$ cat config.mk
export PLATFORM = sky130hd
export DESIGN_NAME = helios_stream_dispatcher
export DESIGN_NICKNAME = d
export VERILOG_FILES = /design/src/rtl/helios_stream_dispatcher.sv
export SDC_FILE = /design/constraint.sdc
export NUM_CORES = 1
export LEC_CHECK = 0
export CAP_MARGIN = 5
export CORE_MARGIN = 8
export CORE_UTILIZATION = 28
export CTS_BUF_LIST = sky130_fd_sc_hd__clkbuf_4 sky130_fd_sc_hd__clkbuf_8 sky130_fd_sc_hd__clkbuf_16
export DETAILED_ROUTE_END_ITERATION = 6
export HOLD_SLACK_MARGIN = 0.06
export SYNTH_ARGS = -nofsm -noshare
export SYNTH_HDL_FRONTEND = slang
export SYNTH_SLANG_ARGS = --single-unit
$ cat constraint.sdc
create_clock -name clk -period 2.15 [get_ports clk]
set_clock_uncertainty 0.05 [all_clocks]
set_input_delay 0.43 -clock clk [delete_from_list [all_inputs] [get_ports clk]]
set_output_delay 0.43 -clock clk [all_outputs]
set_load 0.02 [all_outputs]
$ cat src/rtl/helios_stream_dispatcher.sv
// helios_stream_dispatcher
// Shares one host byte link among NUM_CORES decoder cores. Each incoming frame
// goes to a free core in round-robin order, and results return to the host in
// input order. Each core holds at most one frame at a time.
// Build option: define HELIOS_DISPATCH_TAG_EN to give every input frame a
// one-byte header. That header is echoed in front of the matching result frame.
// Without the macro, frames are raw payload bytes only.
//
// state      | meaning
// IN_IDLE    | wait for a core with no outstanding frame, latch it as sel
// IN_HDR     | accept the header byte into tag_reg (tag build only)
// IN_PAYLOAD | pass FRAME_LEN bytes straight through to core sel
// OUT_IDLE   | wait for an entry in the order FIFO, pop it
// OUT_HDR    | present the echoed tag byte (tag build only)
// OUT_PAYLOAD| pass RESULT_LEN bytes straight through from core out_sel
module helios_stream_dispatcher #(
    parameter int NUM_CORES  = 2,
    parameter int FRAME_LEN  = 3,
    parameter int RESULT_LEN = 2
) (
    input  logic                   clk,
    input  logic                   reset,
    input  logic [7:0]             input_data,
    input  logic                   input_valid,
    output logic                   input_ready,
    output logic [7:0]             output_data,
    output logic                   output_valid,
    input  logic                   output_ready,
    output logic [8*NUM_CORES-1:0] core_input_data,
    output logic [NUM_CORES-1:0]   core_input_valid,
    input  logic [NUM_CORES-1:0]   core_input_ready,
    input  logic [8*NUM_CORES-1:0] core_output_data,
    input  logic [NUM_CORES-1:0]   core_output_valid,
    output logic [NUM_CORES-1:0]   core_output_ready
);

    localparam int IDX_W   = (NUM_CORES > 1) ? $clog2(NUM_CORES) : 1;
    localparam int MAX_LEN = (FRAME_LEN > RESULT_LEN) ? FRAME_LEN : RESULT_LEN;
    localparam int CNT_W   = $clog2(MAX_LEN + 1);
    localparam int OCC_W   = $clog2(NUM_CORES + 1);
`ifdef HELIOS_DISPATCH_TAG_EN
    localparam int ENT_W   = IDX_W + 8;
`else
    localparam int ENT_W   = IDX_W;
`endif
    localparam logic [CNT_W-1:0] FRAME_LAST  = CNT_W'(FRAME_LEN - 1);
    localparam logic [CNT_W-1:0] RESULT_LAST = CNT_W'(RESULT_LEN - 1);
    localparam logic [IDX_W-1:0] LAST_IDX    = IDX_W'(NUM_CORES - 1);

    typedef enum logic [1:0] {IN_IDLE, IN_HDR, IN_PAYLOAD}    in_state_t;
    typedef enum logic [1:0] {OUT_IDLE, OUT_HDR, OUT_PAYLOAD} out_state_t;

    in_state_t        in_state, in_state_nxt;
    out_state_t       out_state, out_state_nxt;
    logic [IDX_W-1:0] sel, rr_ptr, free_idx, out_sel;
    logic             free_any;
    logic [CNT_W-1:0] in_cnt, out_cnt;
    logic [NUM_CORES-1:0] outstanding;
    logic             in_fire, out_fire, in_last, out_last, push, pop;

    logic [ENT_W-1:0] fifo_mem [NUM_CORES];
    logic [ENT_W-1:0] fifo_in, fifo_head;
    logic [IDX_W-1:0] wr_ptr, rd_ptr;
    logic [OCC_W-1:0] fifo_cnt;

`ifdef HELIOS_DISPATCH_TAG_EN
    logic [7:0]       tag_reg, out_tag;
`endif

    function automatic logic [IDX_W-1:0] ptr_inc(input logic [IDX_W-1:0] p);
        return (p == LAST_IDX) ? '0 : p + 1'b1;
    endfunction

    assign in_fire   = input_valid & input_ready;
    assign out_fire  = output_valid & output_ready;
    assign in_last   = (in_state == IN_PAYLOAD) && in_fire && (in_cnt == FRAME_LAST);
    assign out_last  = (out_state == OUT_PAYLOAD) && out_fire && (out_cnt == RESULT_LAST);
    assign push      = in_last;
    assign pop       = (out_state == OUT_IDLE) && (fifo_cnt != '0);
    assign fifo_head = fifo_mem[rd_ptr];
`ifdef HELIOS_DISPATCH_TAG_EN
    assign fifo_in   = {sel, tag_reg};
`else
    assign fifo_in   = sel;
`endif

    // Round-robin search: the last hit while scanning downward is the first free core at or after rr_ptr
    always_comb begin
        int c;
        free_any = 1'b0;
        free_idx = '0;
        c        = 0;
        for (int j = NUM_CORES - 1; j >= 0; j--) begin
            c = int'(rr_ptr) + j;
            if (c >= NUM_CORES) c = c - NUM_CORES;
            if (!outstanding[c]) begin
                free_any = 1'b1;
                free_idx = IDX_W'(c);
            end
        end
    end

    // Input FSM next state and the payload pass-through to core sel
    always_comb begin
        in_state_nxt     = in_state;
        input_ready      = 1'b0;
        core_input_valid = '0;
        core_input_data  = '0;
        case (in_state)
            IN_IDLE: begin
`ifdef HELIOS_DISPATCH_TAG_EN
                if (free_any) in_state_nxt = IN_HDR;
`else
                if (free_any) in_state_nxt = IN_PAYLOAD;
`endif
            end
`ifdef HELIOS_DISPATCH_TAG_EN
            IN_HDR: begin
                input_ready = 1'b1;
                if (input_valid) in_state_nxt = IN_PAYLOAD;
            end
`endif
            IN_PAYLOAD: begin
                core_input_data[{sel, 3'b000} +: 8] = input_data;
                core_input_valid[sel]               = input_valid;
                input_ready                         = core_input_ready[sel];
                if (input_valid && core_input_ready[sel] && (in_cnt == FRAME_LAST))
                    in_state_nxt = IN_IDLE;
            end
            default: in_state_nxt = IN_IDLE;
        endcase
    end

    // Input FSM registers: core selection, payload count, round-robin pointer
    always_ff @(posedge clk or negedge reset) begin
        if (!reset) begin
            in_state <= IN_IDLE;
            sel      <= '0;
            in_cnt   <= '0;
            rr_ptr   <= '0;
        end else begin
            in_state <= in_state_nxt;
            if (in_state == IN_IDLE && free_any) sel <= free_idx;
            if (in_state == IN_PAYLOAD && in_fire) begin
                if (in_cnt == FRAME_LAST) begin
                    in_cnt <= '0;
                    rr_ptr <= ptr_inc(sel);
                end else begin
                    in_cnt <= in_cnt + 1'b1;
                end
            end
        end
    end

`ifdef HELIOS_DISPATCH_TAG_EN
    // Capture the frame header as its tag
    always_ff @(posedge clk or negedge reset) begin
        if (!reset)                                tag_reg <= '0;
        else if (in_state == IN_HDR && input_valid) tag_reg <= input_data;
    end
`endif

    // A core is busy from its last payload byte in until its last result byte out
    always_ff @(posedge clk or negedge reset) begin
        if (!reset) begin
            outstanding <= '0;
        end else begin
            for (int i = 0; i < NUM_CORES; i++) begin
                if (in_last && sel == IDX_W'(i))
                    outstanding[i] <= 1'b1;
                else if (out_last && out_sel == IDX_W'(i))
                    outstanding[i] <= 1'b0;
            end
        end
    end

    // Order FIFO storage; holds at most one entry per core, so it never overflows
    always_ff @(posedge clk) begin
        if (push) fifo_mem[wr_ptr] <= fifo_in;
    end

    // Order FIFO pointers and occupancy
    always_ff @(posedge clk or negedge reset) begin
        if (!reset) begin
            wr_ptr   <= '0;
            rd_ptr   <= '0;
            fifo_cnt <= '0;
        end else begin
            if (push) wr_ptr <= ptr_inc(wr_ptr);
            if (pop)  rd_ptr <= ptr_inc(rd_ptr);
            case ({push, pop})
                2'b10:   fifo_cnt <= fifo_cnt + 1'b1;
                2'b01:   fifo_cnt <= fifo_cnt - 1'b1;
                default: fifo_cnt <= fifo_cnt;
            endcase
        end
    end

    // Output FSM next state and the result pass-through from core out_sel
    always_comb begin
        out_state_nxt     = out_state;
        output_valid      = 1'b0;
        output_data       = '0;
        core_output_ready = '0;
        case (out_state)
            OUT_IDLE: begin
`ifdef HELIOS_DISPATCH_TAG_EN
                if (fifo_cnt != '0) out_state_nxt = OUT_HDR;
`else
                if (fifo_cnt != '0) out_state_nxt = OUT_PAYLOAD;
`endif
            end
`ifdef HELIOS_DISPATCH_TAG_EN
            OUT_HDR: begin
                output_valid = 1'b1;
                output_data  = out_tag;
                if (output_ready) out_state_nxt = OUT_PAYLOAD;
            end
`endif
            OUT_PAYLOAD: begin
                output_data                = core_output_data[{out_sel, 3'b000} +: 8];
                output_valid               = core_output_valid[out_sel];
                core_output_ready[out_sel] = output_ready;
                if (core_output_valid[out_sel] && output_ready && (out_cnt == RESULT_LAST))
                    out_state_nxt = OUT_IDLE;
            end
            default: out_state_nxt = OUT_IDLE;
        endcase
    end

    // Output FSM registers: popped FIFO head and result byte count
    always_ff @(posedge clk or negedge reset) begin
        if (!reset) begin
            out_state <= OUT_IDLE;
            out_sel   <= '0;
            out_cnt   <= '0;
        end else begin
            out_state <= out_state_nxt;
            if (pop) out_sel <= fifo_head[ENT_W-1 -: IDX_W];
            if (out_state == OUT_PAYLOAD && out_fire)
                out_cnt <= (out_cnt == RESULT_LAST) ? '0 : out_cnt + 1'b1;
        end
    end

`ifdef HELIOS_DISPATCH_TAG_EN
    // Tag of the frame currently being returned
    always_ff @(posedge clk or negedge reset) begin
        if (!reset)   out_tag <= '0;
        else if (pop) out_tag <= fifo_head[7:0];
    end
`endif

endmodule
* Word level (Yosys, flattened, before mapping) *
Memory sizes are Yosys's and may differ from the RTL's. A register that Yosys moved wholly into a read port is not among the register bits.
Cells that the tools add are included.

word-level totals
  flip-flop bits (word level) = 16
  memory bits (writable) = 2
  bits of input ports = 32
  output and inout port bits = 30
  logic and storage cells = 121
  memories kept = 1

operators by class
  add/sub/neg operators = 11
  order comparisons = 8
  eq/ne operators = 10
  shift-type cells = 3
  multiplexer cells = 44
  bitwise gates (word level) = 7
  reduce and logical (&&, ||, !) cells = 26

memory list
  memory    words  bits a word  rd ports  clocked after memory_dff  wr ports  line  text
  fifo_mem  2      1            1         1                         1         61    logic [ENT_W-1:0] fifo_mem [NUM_CORES];

operators with widths
  operator                  number
  $lt A32 B3 Y1 const B     2
  $mux W32                  2
  $mux W1                   27
  $and A16 B16 Y16          1
  $logic_and A1 B1 Y1       16
  $mux W16                  1
  $mux W2                   8
  $shift A8 B6 Y16 const A  1
  $shiftx A16 B5 Y8         1
  $shiftx A8 B6 Y16         1
  $pmux W2 S2               3
  $eq A2 B2 Y1 const B      4
  $mux W8                   1
  $reduce_bool A2 Y1        4
  $add A2 B1 Y2 const B     3
  $neg A4 Y6                1
  $reduce_and A2 Y1         3
  $and A2 B2 Y2             2
  $eq A2 B1 Y1 const B      2
  $logic_not A2 Y1          2
  $lt A1 B2 Y1 const B      2
  $ne A2 B1 Y1 const B      2
  $ne A2 B2 Y1 const B      2
  $add A1 B1 Y1 const B     3
  other kinds (11)          15

* Depth between registers and ports, before layout *
Gate-level depths: netlist (run 1).

  depth after elaboration = 10
  depth in mapped cells = 7
  depth with buffers taken out = 7

* Least setup slack after synthesis (run 1) *
OpenSTA, ideal clock, no wires.

  path type = register to register
  start point = reg sel (netlist: fifo_in)
  end point = reg fifo_cnt[1]
  setup time = 0.079 ns
  arrival = 1.646 ns
  data required time = 2.021 ns
  setup slack = 0.374 ns
  stages on the path, launching flop included = 7
  path buffers = 0
  period minus slack after synthesis = 1.776 ns
  path through = dfrtp_1 > mux2i_1 > nor4b_2 > inv_2 > ha_1 > nor2_1 > xor2_1

on the way
  longest elaborated chain between the ends = 8
  elaborated cells on any way between the ends = 10
  those cells by class = eq/ne (2); mux (4); bitwise (1); reduce/logical (3)

RTL lines
  element                                                   line  text
  from (decl)                                               55    logic [IDX_W-1:0] sel, rr_ptr, free_idx, out_sel;
  from (signal assigned)                                    143   if (in_state == IN_IDLE && free_any) sel <= free_idx;
  $mux W1 (implied by the code) (*) (2 in series)           126   input_ready = core_input_ready[sel];
  $mux W1 (*)                                               109   case (in_state)
  $and A1 B1 Y1 (*)                                         74    assign in_fire = input_valid & input_ready;
  $logic_and A1 B1 Y1 (*) (2 in series)                     76    assign in_last = (in_state == IN_PAYLOAD) && in_fire && (in_cnt == FRAME_LAST);
  $eq A2 B1 Y1 / $eq A2 B2 Y1 (equally long branches)       191   case ({push, pop})
  $pmux W2 S2 / $reduce_bool A2 Y1 (equally long branches)  n/a
  to (signal assigned)                                      192   2'b10: fifo_cnt <= fifo_cnt + 1'b1;
  to (signal assigned)                                      193   2'b01: fifo_cnt <= fifo_cnt - 1'b1;
  to (signal assigned)                                      194   default: fifo_cnt <= fifo_cnt;
  to (decl)                                                 64    logic [OCC_W-1:0] fifo_cnt;

Mark *: on every way between the ends. The rest lies on a longest branch, timed or not. The select of a mux whose other input is x is not followed.
A chain may end at the register's enable or synchronous reset.

* Final worst setup path (run 1) *
  start point = in input_data[3]
  end point = out core_input_data[11]

on the way
  longest elaborated chain between the ends = 3

RTL lines
  element                            line  text
  from (decl)                        23    input logic [7:0] input_data,
  $shiftx A8 B6 Y16                  124   core_input_data[{sel, 3'b000} +: 8] = input_data;
  $and A16 B16 Y16 (no source line)  n/a
  $mux W16                           109
  to (decl)                          29    output logic [8*NUM_CORES-1:0] core_input_data,

Every way passes these cells.

==> flow_summary.toml, run 1 <==
[drt]
ant_nets = 0
post-route-drc-count = 0
drt_iter0_markers = 20
viasPerCell = 4.34
wirelength_um = 3000
num_vias = 967
drt-pass1-iter-count = 3
routedWlPerCell_um = 13.4

[setup_path]
crit_arrival_ns = 1.64
crit_type = "in -> out"
cp-startpoint = "input_data[3]"
end_kind = "primary output"
r2r_start = "fifo_in$_DFFE_PN0P_"
regToRegEndpoint = "fifo_cnt[1]$_DFFE_PN0P_"
endpoint = "core_input_data[11]"
r2r_setup_slack_ns = 0.36
required_ns = 1.67
r2r_cells = 6
cp_max_fo = 2
start_kind = "primary input"

[place]
portBuffers = 61
place_hpwl_um = 2480
place_congestion = 0.699

[synth]
netlist_area_um2 = 1020
synth_edf_count = 2
yosysUniqueCellTypes = 29
synth_flop_cell = "dfrtp_1"
ys_seq_area_share_pct = 42.9
synth_nets = 136
postSynth.asyncResetShare_pct = 88.2
synth_cells = 103
syn_avg_cell_area_um2 = 9.86
ys_seq_elements = 17
yosysWarnings = 0

[timing]
setup_viol = 0
relSlewSlack_pct = 73.1
tightest_slew_ns = 0.403
drv_slew = 0
fmax_ghz = 0.471
fin_crit_sh_pct = 98.8
rsz0062_at_grt = "false"
holdWs_ns = 0.389
hold_viol_final = 0
timing.final.crit_period_ns = 2.12

[worst_hold_path]
hp-class = "in -> async"

[floorplan]
io_pins = 62
die_w_um = 76.2
die_y_um = 76.2
dieArea_um2 = 5810
rows = 22
core-area_um2 = 3580
start_util_pct = 28.4

[global_routing]
grt_pass1_vias = 991
grt_max_degree = 16
grt-ovfl-total = 0
grtUsageTotal_pct = 10.2
antenna_found_initial = 0
grt_first_pass_wirelength_um = 4970

[cts]
clk_latency_ns = 0.30
cts_tree = "done"
cts_made_buffers = 3
cts_hold_buf = 0
cts_root_buf = "clkbuf_4"
cts_max_path_buffers = 2
htreeDepth = 1
cts_sinks = 17
clk_pin_slew_ns = 0.11

[power]
p_per_area_nw_per_um2 = 1130
total_power_mw = 2.00
ir_drop_v = 0.000554
p_leak_nw = 0.912

[layout]
areaGrowthSynthToFinish_pct = 74.0
n_antenna_cell = 0
nNetsFinal = 209
drive_gt1_share_pct = 14.9

[job]
maxCapViolCount = 0

[status]
status = "completed"
## stage by stage
stage               setup WS, ns  instance area [um2]  TNS (ns)  cells  utilization [%]
floorplan                  0.374                 1020         0    103                -
CTS                     0.000679                 1760         0    223             49.1
global route             0.00502                 1770         0    223             49.4
global placement         -0.0851                 1740    -0.404    217             48.6
finish                    0.0257                 1770         0    223             49.4
detailed placement       -0.0982                 1740    -0.568    217             48.6
## per-layer routing
layer	share of wire [%]	vias to the layer above	GRT usage, %
met3	2.1	2	2.95
li1	-	499	-
met4	0.47	0	1.15
met2	55	8	17.9
met1	43	458	12.3
met5	0	-	0
## power by group
part           internal [mW]  total (mW)  switching (mW)
clock                 0.0718       0.178           0.106
combinational          0.606        1.19           0.586
sequential             0.461       0.630           0.169
total                   1.14        2.00           0.862
## cells in the mapped netlist (2+ instances only)
library cell	n	share of area (%)
mux2i_1	12	12
o31ai_1	2	1.5
o21ai_0	3	1.5
mux2_2	2	2.2
nor2_1	9	3.3
edfxtp_1	2	5.9
and2_1	9	5.5
xnor2_1	4	3.4
and3_2	2	1.5
dfrtp_1	15	37
nand2_1	3	1.1
inv_1	3	1.1
and3_1	8	4.9
xor2_1	2	1.7
clkbuf_1	3	1.1
nor2b_1	11	6.8
## cell type report
class / count / area (um2)
clock inverters: 1 / 6.26
repair buffers: 72 / 676
flip-flops and latches: 17 / 439
multi-input cells: 78 / 549
fillers: 360 / 1810
clock buffers: 3 / 22.5
inverters: 4 / 15.0
well taps: 48 / 60.1
## worst min-delay path by stage
stage | to | startpoint
final | outstanding[0]$_DFFE_PN0P_ | reset
after global routing | in_state[1]$_DFFE_PN0P_ | reset
after CTS | outstanding[0]$_DFFE_PN0P_ | reset
after detailed placement | fifo_cnt[1]$_DFFE_PN0P_ | fifo_cnt[1]$_DFFE_PN0P_
after global placement | wr_ptr$_DFFE_PN0N_ | wr_ptr$_DFFE_PN0N_
after floorplan | fifo_cnt[0]$_DFFE_PN0P_ | reset
## cell usage in the layout, fill, tap and decap left out, types with 2 or more instances in the layout
cell type         n
dfrtp_2           3
and3_1            8
mux2_2            2
buf_4            11
edfxtp_1          2
and2_1            9
xnor2_1           4
dfrtp_1          12
mux2i_1          12
inv_1             3
dlymetal6s2s_1    5
clkdlybuf4s50_1  32
nand2_1           3
xor2_1            2
o31ai_1           2
o21ai_0           3
and3_2            2
dlygate4sd2_1    24
nor2_1            9
clkbuf_4          3
nor2b_1          11
## registers in the layout, summed over array words and instances (netlist names)
signal	flops
fifo_cnt	2
fifo_in	1
fifo_mem	2
in_cnt	2
in_state	1
out_cnt	2
out_sel	1
out_state	1
outstanding	2
rd_ptr	1
rr_ptr	1
wr_ptr	1
## critical path: stages
cell and delay [ns]:
clkdlybuf4s50_1 0.46, and3_1 0.15, clkdlybuf4s50_1 0.61
## repair_timing
| item | in CTS | in global routing |
|---|---|---|
| cloned | 0 | 0 |
| endpoints found under the setup margin | 25 | 5 |
| resized for setup | 27 | 5 |
| buffers inserted | 2 | 0 |
## kinds of logic (layout without fill, tap and decap cells)
kind of cell               count (synthesis)  after routing  share of synthesized area [%]
and+or+nand+nor                           47             47                           27.1
DFF                                       17             17                           42.9
muxes                                     14             14                           14.0
AOI/OAI and AO/OA                         10             10                           6.53
buffers and inverters                      8             80                           3.08
xor gates and xnor gates                   6              6                           5.17
adders and majority gates                  1              1                           1.23
Note: power is estimated with default switching activity, not from simulation.
==> run 2, diff against run 1 <==
--- a/config.mk
+++ b/config.mk
@@ -11,6 +11,7 @@
 export CTS_BUF_LIST = sky130_fd_sc_hd__clkbuf_4 sky130_fd_sc_hd__clkbuf_8 sky130_fd_sc_hd__clkbuf_16
 export DETAILED_ROUTE_END_ITERATION = 6
 export HOLD_SLACK_MARGIN = 0.06
+export RECOVER_POWER = 50
 export SYNTH_ARGS = -nofsm -noshare
 export SYNTH_HDL_FRONTEND = slang
 export SYNTH_SLANG_ARGS = --single-unit
==> run 2 against run 1 <==
Global-route usage is the same. Total power shrank 1.1%. Highest routed layer unchanged. Sequential share of layout area rose by 0.36 points. Worst hold slack improved by 0.059 ns. Sequential cell count unchanged.
==> flow_summary.toml, run 2 (synthesis results as in run 1) <==
[timing]
drv_slew = 0
setup_viol = 0
hold_viol_final = 0
relSlewSlack_pct = 45.4
tightest_slew_ns = 0.819
fmax_ghz = 0.471
fin_crit_sh_pct = 98.8
rsz0062_at_grt = "false"
timing.final.crit_period_ns = 2.12

[floorplan]
dieArea_um2 = 5810
die_y_um = 76.2
core-area_um2 = 3580
io_pins = 62
rows = 22
start_util_pct = 28.4
die_w_um = 76.2

[place]
place_hpwl_um = 2480
dp.cells = 217
place_congestion = 0.699
portBuffers = 61

[setup_path]
start_kind = "primary input"
path_buf_inv = 2
path_delay_family = "buffers and inverters"
endpoint = "core_input_data[11]"
path_cells = "clkdlybuf4s50_1 > and3_1 > clkdlybuf4s50_1"
cp_max_fo = 2
crit_top_cell = "clkdlybuf4s50_1"
r2r_cells = 6
end_kind = "primary output"
crit_type = "in -> out"
r2r_start = "fifo_in$_DFFE_PN0P_"
regToRegEndpoint = "fifo_cnt[1]$_DFFE_PN0P_"
slowest_stage = "clkdlybuf4s50_1"
cp.depth = 3
slowest_delay_ns = 0.61
crit_arrival_ns = 1.64
required_ns = 1.67
r2r_setup_slack_ns = 0.21
cp-startpoint = "input_data[3]"

[power]
p_per_area_nw_per_um2 = 1130
p_leak_nw = 0.894
ir_drop_v = 0.000553
total_power_mw = 1.98

[job]
maxCapViolCount = 0

[drt]
num_vias = 965
drt_iter0_markers = 22
viasPerCell = 4.33
post-route-drc-count = 0
wirelength_um = 3000
drt-pass1-iter-count = 3
ant_nets = 0
routedWlPerCell_um = 13.5

[cts]
cts_sinks = 17
htreeDepth = 1
cts_tree = "done"
clk_latency_ns = 0.30
cts_made_buffers = 3
cts_root_buf = "clkbuf_4"
clk_pin_slew_ns = 0.09
cts_max_path_buffers = 2

[layout]
nFillCells = 367
most-common-layout-cells = "30 x clkdlybuf4s50_1, 24 x dlygate4sd2_1, 12 x mux2i_1, 12 x dfrtp_1, 11 x nor2b_1"
nNetsFinal = 209
drive_gt1_share_pct = 11.4
multi_input_area_um2 = 543
n_antenna_cell = 0
seq_area_um2 = 439
areaGrowthSynthToFinish_pct = 71.6
stdcell_count = 223
final_common_cell = "clkdlybuf4s50_1"

[global_routing]
grtUsageTotal_pct = 10.2
antenna_found_initial = 0
grt-ovfl-total = 0
grt_max_degree = 16
grt_first_pass_wirelength_um = 4970
grt_pass1_vias = 991

[status]
status = "completed"

[worst_hold_path]
hp-class = "reg -> reg"
run 2: worst reg2reg max path, cell delays in order, from the launching register on:
cell and delay, ns:
dfrtp_2 0.48, mux2i_1 0.18, nor4b_1 0.51, inv_2 0.07, ha_1 0.31, nor2_1 0.13
xor2_1 0.15
run 2: power by group:
group	switching (mW)	internal [mW]
combinational	0.585	0.587
clock	0.106	0.0718
sequential	0.167	0.461
total	0.857	1.12
run 2: stage by stage:
step,setup TNS [ns],cell area (um2),hold WS (ns),setup WS [ns],utilization (%)
4_1_cts,0,1760,0.390,0.000679,49.1
3_3_place_gp,-0.404,1740,0.425,-0.0851,48.6
5_1_grt,0,1740,0.475,0.00503,48.7
3_5_place_dp,-0.568,1740,0.436,-0.0982,48.6
6_report,0,1740,0.448,0.0257,48.7
2_1_floorplan,0,1020,0.0844,0.374,-
run 2: worst min path at each step:
| stage | startpoint | cells past startpoint | end | slack [ns] |
|---|---|---|---|---|
| 2_1_floorplan | reset | 0 | fifo_cnt[0]$_DFFE_PN0P_ | 0.08 |
| 3_3_place_gp | wr_ptr$_DFFE_PN0N_ | 1 | wr_ptr$_DFFE_PN0N_ | 0.42 |
| 3_5_place_dp | fifo_cnt[1]$_DFFE_PN0P_ | 1 | fifo_cnt[1]$_DFFE_PN0P_ | 0.44 |
| 4_1_cts | reset | 2 | outstanding[0]$_DFFE_PN0P_ | 0.39 |
| 5_1_grt | rd_ptr$_DFFE_PN0P_ | 1 | rd_ptr$_DFFE_PN0P_ | 0.47 |
| 6_report | rd_ptr$_DFFE_PN0P_ | 1 | rd_ptr$_DFFE_PN0P_ | 0.45 |
run 2: final cells by class:
class | count | area share, %
well taps | 48 | 3.45
repair buffers | 72 | 37.7
multi-input cells | 78 | 31.2
clock inverters | 1 | 0.359
inverters | 4 | 0.861
flip-flops and latches | 17 | 25.2
clock buffers | 3 | 1.29
run 2: repair_timing:
action	CTS	global route
setup endpoints to repair	25	5
gates resized for setup	27	5
hold buffers	0	0
setup buffers	2	0
run 2: routing by layer:
layer | up-vias | wire (um) | GRT usage, % | part of all wire (%)
li1 | 499 | - | - | -
met1 | 456 | 1290 | 12.3 | 43
met2 | 8 | 1630 | 17.9 | 54
met3 | 2 | 64 | 2.95 | 2.1
met4 | 0 | 14 | 1.15 | 0.47
met5 | - | 0 | 0 | 0
==> run 3, diff against run 2 <==
--- a/config.mk
+++ b/config.mk
@@ -10,7 +10,7 @@
 export CORE_UTILIZATION = 28
 export CTS_BUF_LIST = sky130_fd_sc_hd__clkbuf_4 sky130_fd_sc_hd__clkbuf_8 sky130_fd_sc_hd__clkbuf_16
 export DETAILED_ROUTE_END_ITERATION = 6
-export HOLD_SLACK_MARGIN = 0.06
+export HOLD_SLACK_MARGIN = 0.08
 export RECOVER_POWER = 50
 export SYNTH_ARGS = -nofsm -noshare
 export SYNTH_HDL_FRONTEND = slang
==> results of run 3 <==
The final DEF is identical to that of run 2; final timing and power are the same.
